File: src/rtl/a_sqrtb_if.sv
// Operand/result handshake bundle for the a*floor(sqrt(b)) unit.
interface a_sqrtb_if;
    logic [7:0]  a_in;
    logic [7:0]  b_in;
    logic        in_ready;
    logic [11:0] y_out;
    logic        y_ready;

    modport master (output a_in, output b_in, output in_ready,
                    input  y_out, input  y_ready);
    modport slave  (input  a_in, input  b_in, input  in_ready,
                    output y_out, output y_ready);
endinterface

File: src/rtl/a_sqrtb.sv
// Iterative y = a * floor(sqrt(b)): 4-cycle digit-by-digit root, then 4-cycle shift-add multiply.
module a_sqrtb (
    input  logic      clk,
    input  logic      rst,
    a_sqrtb_if.slave  bus
);
    localparam int unsigned AW = 8;
    localparam int unsigned RW = 4;
    localparam int unsigned YW = 12;

    localparam logic [1:0] S_IDLE = 2'd0;
    localparam logic [1:0] S_SQRT = 2'd1;
    localparam logic [1:0] S_MUL  = 2'd2;
    localparam logic [1:0] S_DONE = 2'd3;

    logic [1:0]    state_q, state_d;
    logic [AW-1:0] a_q, a_d;
    logic [AW-1:0] b_q, b_d;
    logic [RW-1:0] root_q, root_d;
    logic [YW-1:0] acc_q, acc_d;
    logic [1:0]    cnt_q, cnt_d;
    logic [YW-1:0] y_q, y_d;
    logic          rdy_q, rdy_d;

    logic [RW-1:0] trial;
    logic [AW-1:0] trial_sq;
    logic [YW-1:0] addend;

    assign trial    = root_q | (RW'(1) << cnt_q);
    assign trial_sq = AW'({4'd0, trial} * {4'd0, trial});
    assign addend   = YW'(a_q) << cnt_q;

    // Next-state and datapath updates.
    always_comb begin
        state_d = state_q;
        a_d     = a_q;
        b_d     = b_q;
        root_d  = root_q;
        acc_d   = acc_q;
        cnt_d   = cnt_q;
        y_d     = y_q;
        rdy_d   = rdy_q;
        case (state_q)
            S_IDLE, S_DONE: begin
                if (bus.in_ready) begin
                    a_d     = bus.a_in;
                    b_d     = bus.b_in;
                    root_d  = '0;
                    acc_d   = '0;
                    cnt_d   = 2'd3;
                    rdy_d   = 1'b0;
                    state_d = S_SQRT;
                end
            end
            S_SQRT: begin
                if (trial_sq <= b_q) root_d = trial;
                if (cnt_q == 2'd0) begin
                    cnt_d   = 2'd0;
                    state_d = S_MUL;
                end else begin
                    cnt_d = 2'(cnt_q - 2'd1);
                end
            end
            S_MUL: begin
                if (root_q[cnt_q]) acc_d = YW'(acc_q + addend);
                if (cnt_q == 2'd3) begin
                    y_d     = acc_d;
                    rdy_d   = 1'b1;
                    state_d = S_DONE;
                end else begin
                    cnt_d = 2'(cnt_q + 2'd1);
                end
            end
            default: state_d = S_IDLE;
        endcase
    end

    always_ff @(posedge clk) begin
        if (rst) begin
            state_q <= S_IDLE;
            a_q     <= '0;
            b_q     <= '0;
            root_q  <= '0;
            acc_q   <= '0;
            cnt_q   <= '0;
            y_q     <= '0;
            rdy_q   <= 1'b0;
        end else begin
            state_q <= state_d;
            a_q     <= a_d;
            b_q     <= b_d;
            root_q  <= root_d;
            acc_q   <= acc_d;
            cnt_q   <= cnt_d;
            y_q     <= y_d;
            rdy_q   <= rdy_d;
        end
    end

    assign bus.y_out   = y_q;
    assign bus.y_ready = rdy_q;
endmodule

File: src/flat_wrapper.sv
// flat-port wrapper written by rule: the top's interface ports become plain ports
module a_sqrtb_flat 
  (clk, rst, bus_a_in, bus_b_in, bus_in_ready, bus_y_out, bus_y_ready);
  a_sqrtb_if bus_i ();
  input  logic clk;
  input  logic rst;
  input wire logic [$bits(bus_i.a_in)-1:0] bus_a_in;
  input wire logic [$bits(bus_i.b_in)-1:0] bus_b_in;
  input wire logic [$bits(bus_i.in_ready)-1:0] bus_in_ready;
  output wire logic [$bits(bus_i.y_out)-1:0] bus_y_out;
  output wire logic [$bits(bus_i.y_ready)-1:0] bus_y_ready;
  assign bus_i.a_in = bus_a_in;
  assign bus_i.b_in = bus_b_in;
  assign bus_i.in_ready = bus_in_ready;
  assign bus_y_out = bus_i.y_out;
  assign bus_y_ready = bus_i.y_ready;
  a_sqrtb u_core (.clk(clk), .rst(rst), .bus(bus_i));
endmodule
File: config.mk
export PLATFORM = sky130hd
export DESIGN_NAME = a_sqrtb_flat
export DESIGN_NICKNAME = d
export VERILOG_FILES = /design/src/rtl/a_sqrtb_if.sv /design/src/rtl/a_sqrtb.sv /design/src/flat_wrapper.sv
export SDC_FILE = /design/constraint.sdc
export NUM_CORES = 1
export LEC_CHECK = 0
export ABC_CLOCK_PERIOD_IN_PS = 4400
export CELL_PAD_IN_SITES_DETAIL_PLACEMENT = 0
export CELL_PAD_IN_SITES_GLOBAL_PLACEMENT = 1
export CORE_ASPECT_RATIO = 0.5
export CORE_UTILIZATION = 43
export CTS_CLUSTER_DIAMETER = 30
export DETAILED_ROUTE_END_ITERATION = 7
export PLACE_DENSITY_LB_ADDON = 0.1
export SLEW_MARGIN = 40
export SYNTH_ARGS = -nofsm -noshare
export SYNTH_HDL_FRONTEND = slang
export SYNTH_SLANG_ARGS = --single-unit
export TNS_END_PERCENT = 30
File: constraint.sdc
create_clock -name clk -period 4.4 [get_ports clk]
set_input_delay 1.1 -clock clk [delete_from_list [all_inputs] [get_ports clk]]
set_output_delay 1.1 -clock clk [all_outputs]
set_load 0.03 [all_outputs]
==> metrics.md, run 1 <==
| Metric | Value |
|---|---|
| Post-Synth Adder-Cell Area | `0.130` |
| DRC Markers | `0` |
| Storage cell area | `981 um^2` |
| Main combinational cell family by area after synthesis | `compound AO/OA/AOI/OAI gates` |
| Status | `complete, no violations` |
| Final Hold Vio Count | `0` |
| EDFF count, synth | `0` |
| Post-synthesis area per instance | `between 8 and 9 um^2` |
| Most frequent cells in the layout | `60 x nand2_1, 52 x a21oi_1, 49 x dfxtp_1` |
| Hold EP | `u_core.b_q[6]$_SDFFE_PP0P_` |
| Reg-to-Reg End | `u_core.root_q[0]$_SDFFE_PP0P_` |
| Syn Inst Count | `390` |
| Seq/Total Area, Yosys | `0.307` |
| Reg2reg start | `u_core.cnt_q[1]$_SDFFE_PP0P_` |
| Post-Syn Area | `0.00319 mm^2` |
| Worst Path Max Fanout | `16` |
| First-pass GRT wire length | `between 10000 and 15000 um` |
| Slew Limit Fails | `0` |
| Inserted Clock Buffers | `5` |
| Yosys reg bits | `49` |
| Fmax | `263 MHz` |
| Routed WL | `between 7000 and 8000 um` |
| Clock Skew | `0.00777 ns` |
| P&R area growth vs syn | `16.6%` |
| GPL Wtd Cong | `around 0.85` |
| # IOs | `32` |
| Final count of negative-setup-slack endpoints | `0` |
| Max-slew headroom | `0.526` |
| Starting density of the core | `0.460` |
| Number of global-route vias before repair | `2801` |
| H-tree levels | `2` |
| Asr flop ratio synth | `0` |
| Rows | `21` |
| Wirelength per Cell | `15.7 um` |
| CTS root buf | `clkbuf_16` |
| Die X | `around 120 um` |
| DR vias | `just under 3000` |
| Complex-gate fraction of the synthesized area | `0.241` |
| Overall Global Routing Usage | `0.221` |
| Nets | `466` |
| Dominant cell type by area after synthesis | `dfxtp_1` |
| Worst-path clk slew | `0.06 ns` |
| Setup bufs post-CTS | `0` |
| CTS tree | `yes` |
| Synth Area in XOR/XNOR | `0.0274` |
| DR vias/cell | `~5.7` |
| Setup TNS | `0 ns` |
| Area contributors post-synth | `dfxtp_1 31%, ha_1 12%, a21oi_1 8.2%` |
| Area occupied by multi-input gates | `0.00205 mm^2` |
| Port bufs | `31` |
| Tmin final | `~3.8 ns` |
| Sink Count | `49` |
| Startpoint types | `flop` |
| Max VDD drop | `0.327 mV` |
| Warnings from Yosys | `0` |
| Die area | `0.00780 mm^2` |
| Max cap viols | `0` |
| Critical path class | `reg2reg` |
| Post-synth top area share | `0.307` |
| Cells on worst reg2reg path | `15` |
| Worst hold start | `u_core.b_q[6]$_SDFFE_PP0P_` |
| Drt first pass iters | `4` |
| RSZ-0062 raised after global routing | `false` |
| Initial antenna violation count | `0` |
| Die Span Y | `approximately 63 um` |
| Fillers | `679` |
| Clock latency on the worst-skew pair | `0.29 ns` |
| Design Area, Final | `between 0.003 and 0.004 mm^2` |
| Power density cells | `around 570 mW/mm^2` |
| Layout cell share with drive strength beyond 1 | `0.0553` |
| Cts repair resizes | `0` |
| Detail Route Antenna Nets | `0` |
| Critical Path End Type | `flop` |
| # hold bufs at CTS | `0` |
| Tcrit/Tclk final | `0.865` |
| Max clock buf depth | `2` |
| WP data required | `4.57 ns` |
| Final HPWL DP | `5750 um` |
| LEAKAGE | `1.47 nW` |
| Syn Nets | `441` |
| Post-Synth Simple-Gate Area | `0.199` |
| Worst Tran Pin Value | `0.709 ns` |
| Commonest non-fill, non-tap cell in the layout | `nand2_1` |
| Largest net degree at the start of global routing | `41` |
| WHS Path Cells | `2` |
| Dominant synthesized flop cell | `dfxtp_1` |
| Reg2reg setup slack | `0.59 ns` |
| Ant. Diodes | `0` |
| GRT overflow | `0` |
| Core area | `between 0.006 and 0.007 mm^2` |
| Hold crit path type | `reg2reg` |
| WP data arrival | `between 3 and 4 ns` |
| Iter 0 DRT Violations | `between 150 and 200` |
| Placed Area | `between 0.003 and 0.004 mm^2` |
| Synth cell types | `56` |
| Multiplexer share of the synthesized area | `0.0458` |
-- critical path, cell delays in order (launching register included) --
cell      delay, ns
dfxtp_1        0.37
buf_4          0.23
ha_1           0.24
nor2_1         0.10
nor4_1         0.45
ha_1           0.32
nor3b_1        0.13
o21ai_0        0.23
nand2_1        0.10
xor2_1         0.15
ha_1           0.29
a211oi_1       0.28
o221ai_1       0.16
o22ai_1        0.34
mux2i_1        0.24
nor2_1         0.05
-- synthesized netlist by cell type, drive strengths merged, types with 4 or more instances --
cell / number
nand2: 60
a21oi: 53
dfxtp: 49
ha: 30
nor2: 27
o21ai: 18
inv: 16
clkbuf: 9
mux2i: 9
nor3: 9
a21o: 8
buf: 8
a31oi: 7
xnor2: 7
a211oi: 6
and2: 6
nand3: 6
a22oi: 5
nor2b: 5
a311oi: 4
-- registers in the layout, indices dropped and copies added, names as in the netlist --
name                flops
u_core.root_q           4
u_core.b_q              8
u_core.bus.y_out       12
u_core.acc_q           12
u_core.cnt_q            2
u_core.state_q          2
u_core.bus.y_ready      1
u_core.a_q              8
-- where the power goes --
part	switching [mW]	internal, mW
registers	0.0525	0.506
logic	0.698	0.417
clock network	0.170	0.284
-- worst max path at each step --
stage                                  from                            end  slack [ns]  depth (start not counted)
2_1_floorplan  u_core.cnt_q[0]$_SDFFE_PP0P_  u_core.root_q[0]$_SDFFE_PP0P_        0.98                         16
3_3_place_gp   u_core.cnt_q[1]$_SDFFE_PP0P_  u_core.root_q[0]$_SDFFE_PP0P_        0.82                         15
3_5_place_dp   u_core.cnt_q[1]$_SDFFE_PP0P_  u_core.root_q[0]$_SDFFE_PP0P_        0.63                         15
4_1_cts        u_core.cnt_q[1]$_SDFFE_PP0P_  u_core.root_q[0]$_SDFFE_PP0P_        0.59                         15
5_1_grt        u_core.cnt_q[1]$_SDFFE_PP0P_  u_core.root_q[0]$_SDFFE_PP0P_        0.27                         15
6_report       u_core.cnt_q[1]$_SDFFE_PP0P_  u_core.root_q[0]$_SDFFE_PP0P_        0.59                         15
-- through the flow --
stage / setup slack [ns] / utilization / hold slack, ns / instances / power, mW
finish: 0.594 / 0.537 / 0.454 / 508 / 2.13
global route: 0.275 / 0.537 / 0.472 / 508 / 2.31
CTS: 0.594 / 0.537 / 0.456 / 508 / 2.14
detailed placement: 0.629 / 0.512 / 0.448 / 500 / 1.68
global placement: 0.820 / 0.512 / 0.445 / 500 / 1.64
floorplan: 0.976 / - / 0.436 / 390 / 1.42
-- area by class of cell --
cell class                 instances  share of cell area
timing repair buffer              35              0.0914
multi-input combinational        308               0.552
clock buffer                       7              0.0383
tap                               92              0.0309
inverter                          16              0.0161
sequential                        49               0.263
clock inverter                     1             0.00806
-- cells by family (layout without fill, tap and decap cells) --
| kind of cell | count (synthesis) | after routing |
|---|---|---|
| xor+xnor | 10 | 10 |
| flops | 49 | 49 |
| buf+inv | 33 | 59 |
| mux | 12 | 12 |
| simple gates | 134 | 134 |
| fa+ha+maj | 32 | 32 |
| compound gates | 120 | 120 |
-- per-layer routing --
layer | up-vias | track usage | wire length [um] | part of all wire
met2 | 75 | 0.351 | 3550 | 0.44
met3 | 14 | 0.0584 | 475 | 0.059
met4 | 0 | 0.0693 | 119 | 0.015
li1 | 1452 | - | - | -
met5 | - | 0 | 0 | 0
met1 | 1364 | 0.290 | 3850 | 0.48
Note: power is estimated with default switching activity, not from simulation.
==> run 2, diff against run 1 <==
Settings changed: ABC_CLOCK_PERIOD_IN_PS 4400 to 4000.
Clock period 4.4 ns to 4 ns, I/O delays scaled along.
==> metrics.md, run 2 (synthesized netlist as in run 1, its figures left out) <==
| Metric | Value |
|---|---|
| Status | `complete, no violations (unchanged)` |
| Rows | `21 (unchanged)` |
| Worst Path Max Fanout | `20 (was 16)` |
| Final HPWL DP | `5780 um (was 5750 um)` |
| CP max stage delay | `0.34 ns (was 0.45 ns)` |
| Overall Global Routing Usage | `0.223 (was 0.221)` |
| Detail Route Antenna Nets | `0 (unchanged)` |
| Share of the core filled with cells | `0.537 (about the same)` |
| Worst Tran Pin Value | `0.709 ns (about the same)` |
| Clock Skew | `0.00730 ns (was 0.00777 ns)` |
| RSZ-0062 raised after global routing | `false (unchanged)` |
| First-pass GRT wire length | `13400 um (was 13300 um)` |
| Power density cells | `626 mW/mm^2 (was 572 mW/mm^2)` |
| WP data arrival | `3.87 ns (was 3.97 ns)` |
| CTS tree | `yes (unchanged)` |
| Max clock buf depth | `2 (unchanged)` |
| Die X | `124 um (unchanged)` |
| Startpoint types | `flop (unchanged)` |
| Drt first pass iters | `4 (unchanged)` |
| GPL Wtd Cong | `0.866 (was 0.845)` |
| Die Span Y | `62.9 um (unchanged)` |
| Nets | `467 (was 466)` |
| Iter 0 DRT Violations | `196 (was 162)` |
| Layout cell share with drive strength beyond 1 | `0.0624 (was 0.0553)` |
| Final Hold Vio Count | `0 (unchanged)` |
| Fillers | `687 (was 679)` |
| Commonest non-fill, non-tap cell in the layout | `nand2_1 (unchanged)` |
| Routed WL | `7840 um (was 7990 um)` |
| Final count of negative-setup-slack endpoints | `0 (unchanged)` |
| LEAKAGE | `1.47 nW (about the same)` |
| Sink Count | `49 (unchanged)` |
| Max-slew headroom | `0.526 (about the same)` |
| DR vias/cell | `5.68 (was 5.72)` |
| Tmin final | `3.70 ns (was 3.81 ns)` |
| Hold crit path type | `reg2reg (unchanged)` |
| Die area | `0.00780 mm^2 (unchanged)` |
| Wirelength per Cell | `15.4 um (was 15.7 um)` |
| Max VDD drop | `0.321 mV (was 0.327 mV)` |
| Critical path class | `reg2reg (unchanged)` |
| Number of global-route vias before repair | `2790 (was 2801)` |
| Most frequent cells in the layout | `60 x nand2_1, 52 x a21oi_1, 49 x dfxtp_1 (unchanged)` |
| Initial antenna violation count | `0 (unchanged)` |
| WP data required | `4.17 ns (was 4.57 ns)` |
| DRC Markers | `0 (unchanged)` |
| Clock latency on the worst-skew pair | `0.30 ns (was 0.29 ns)` |
| # hold bufs at CTS | `0 (unchanged)` |
| Critical Path Most Common Cell | `ha_1 (unchanged)` |
| Inserted Clock Buffers | `5 (unchanged)` |
| Core area | `0.00694 mm^2 (unchanged)` |
| Fmax | `270 MHz (was 263 MHz)` |
| Tcrit/Tclk final | `0.925 (was 0.865)` |
| Worst-path clk slew | `0.07 ns (was 0.06 ns)` |
| CP delay by family, top | `compound AO/OA/AOI/OAI gates (unchanged)` |
| Worst-path cell chain | `buf_4 > ha_1 > nor2_1 > nor3_1 > ha_1 > nor3b_1 > o21ai_0 > nand2_1 > xor2_1 > ha_1 > a211oi_1 > o221ai_1 > o22ai_1 > mux2i_1 > nor2_1 (was buf_4 > ha_1 > nor2_1 > nor4_1 > ha_1 > nor3b_1 > o21ai_0 > nand2_1 > xor2_1 > ha_1 > a211oi_1 > o221ai_1 > o22ai_1 > mux2i_1 > nor2_1)` |
| Setup TNS | `0 ns (unchanged)` |
| Ant. Diodes | `0 (unchanged)` |
| Largest net degree at the start of global routing | `41 (unchanged)` |
| Port bufs | `31 (unchanged)` |
| DR vias | `2892 (was 2905)` |
| CTS root buf | `clkbuf_16 (unchanged)` |
| GRT overflow | `0 (unchanged)` |
| H-tree levels | `2 (unchanged)` |
| # IOs | `32 (unchanged)` |
| Starting density of the core | `0.460 (unchanged)` |
| WP buf/inv | `1 (unchanged)` |
| Critical Path End Type | `flop (unchanged)` |
| Slowest-stage cell, CP | `dfxtp_1 (was nor4_1)` |
| P&R area growth vs syn | `16.6% (about the same)` |
| Slew Limit Fails | `0 (unchanged)` |
| Max cap viols | `0 (unchanged)` |
run 2: cell types whose count changed in the layout (fill, tap and decap cells not counted), sizes merged:
cell	previous run	this run
buf	4	5
bufinv	1	0
clkinv	0	1
run 2: where the power goes:
group | internal (mW) | total, mW | switching, mW
clock | 0.265 | 0.459 | 0.194
sequential | 0.557 | 0.616 | 0.0589
combinational | 0.473 | 1.25 | 0.781
run 2: layout make-up:
cell class / count / area (um^2) / share of cell area
Multi-Input combinational cell: 308 / 2060 / 0.554
Sequential cell: 49 / 981 / 0.264
Timing Repair Buffer: 36 / 348 / 0.0934
Clock buffer: 7 / 153 / 0.0410
Tap cell: 92 / 115 / 0.0309
Inverter: 16 / 60.1 / 0.0161
Clock inverter: 1 / 5.00 / 0.00134
run 2: what timing repair did:
item / 4_1_cts / 5_1_grt
resized for setup: 0 / 1
setup endpoints to repair: 0 / 1
buffers inserted: 0 / 0
run 2: stage by stage:
stage / std cells / cell area, um^2 / power (mW) / hold WS, ns / setup WS [ns]
after floorplan: 390 / 3190 / 1.56 / 0.436 / 0.576
after global placement: 501 / 3560 / 1.82 / 0.445 / 0.498
after detailed placement: 501 / 3560 / 1.86 / 0.453 / 0.341
after CTS: 509 / 3720 / 2.33 / 0.462 / 0.303
after global routing: 509 / 3720 / 2.53 / 0.491 / 0.00966
final: 509 / 3720 / 2.33 / 0.462 / 0.299
run 2: worst paths after layout:
kind | startpoint | end | slack, ns | depth (start not counted)
hold reg to reg | u_core.b_q[3]$_SDFFE_PP0P_ | u_core.b_q[3]$_SDFFE_PP0P_ | 0.46 | 2
hold / removal | u_core.b_q[3]$_SDFFE_PP0P_ | u_core.b_q[3]$_SDFFE_PP0P_ | 0.46 | 2
setup / recovery | u_core.cnt_q[0]$_SDFFE_PP0P_ | u_core.root_q[0]$_SDFFE_PP0P_ | 0.30 | 15
setup reg to reg | u_core.cnt_q[0]$_SDFFE_PP0P_ | u_core.root_q[0]$_SDFFE_PP0P_ | 0.30 | 15
run 2: metal layers:
layer,track usage,share of wire,vias to the layer above
li1,-,-,1456
met1,0.298,0.50,1371
met2,0.358,0.44,53
met3,0.0484,0.041,12
met4,0.0648,0.016,0
met5,0,0,-
run 2: worst min-delay path, stage by stage (launching register included):
cell	delay, ns
dfxtp_1	0.31
nand2_1	0.05
a21oi_1	0.05
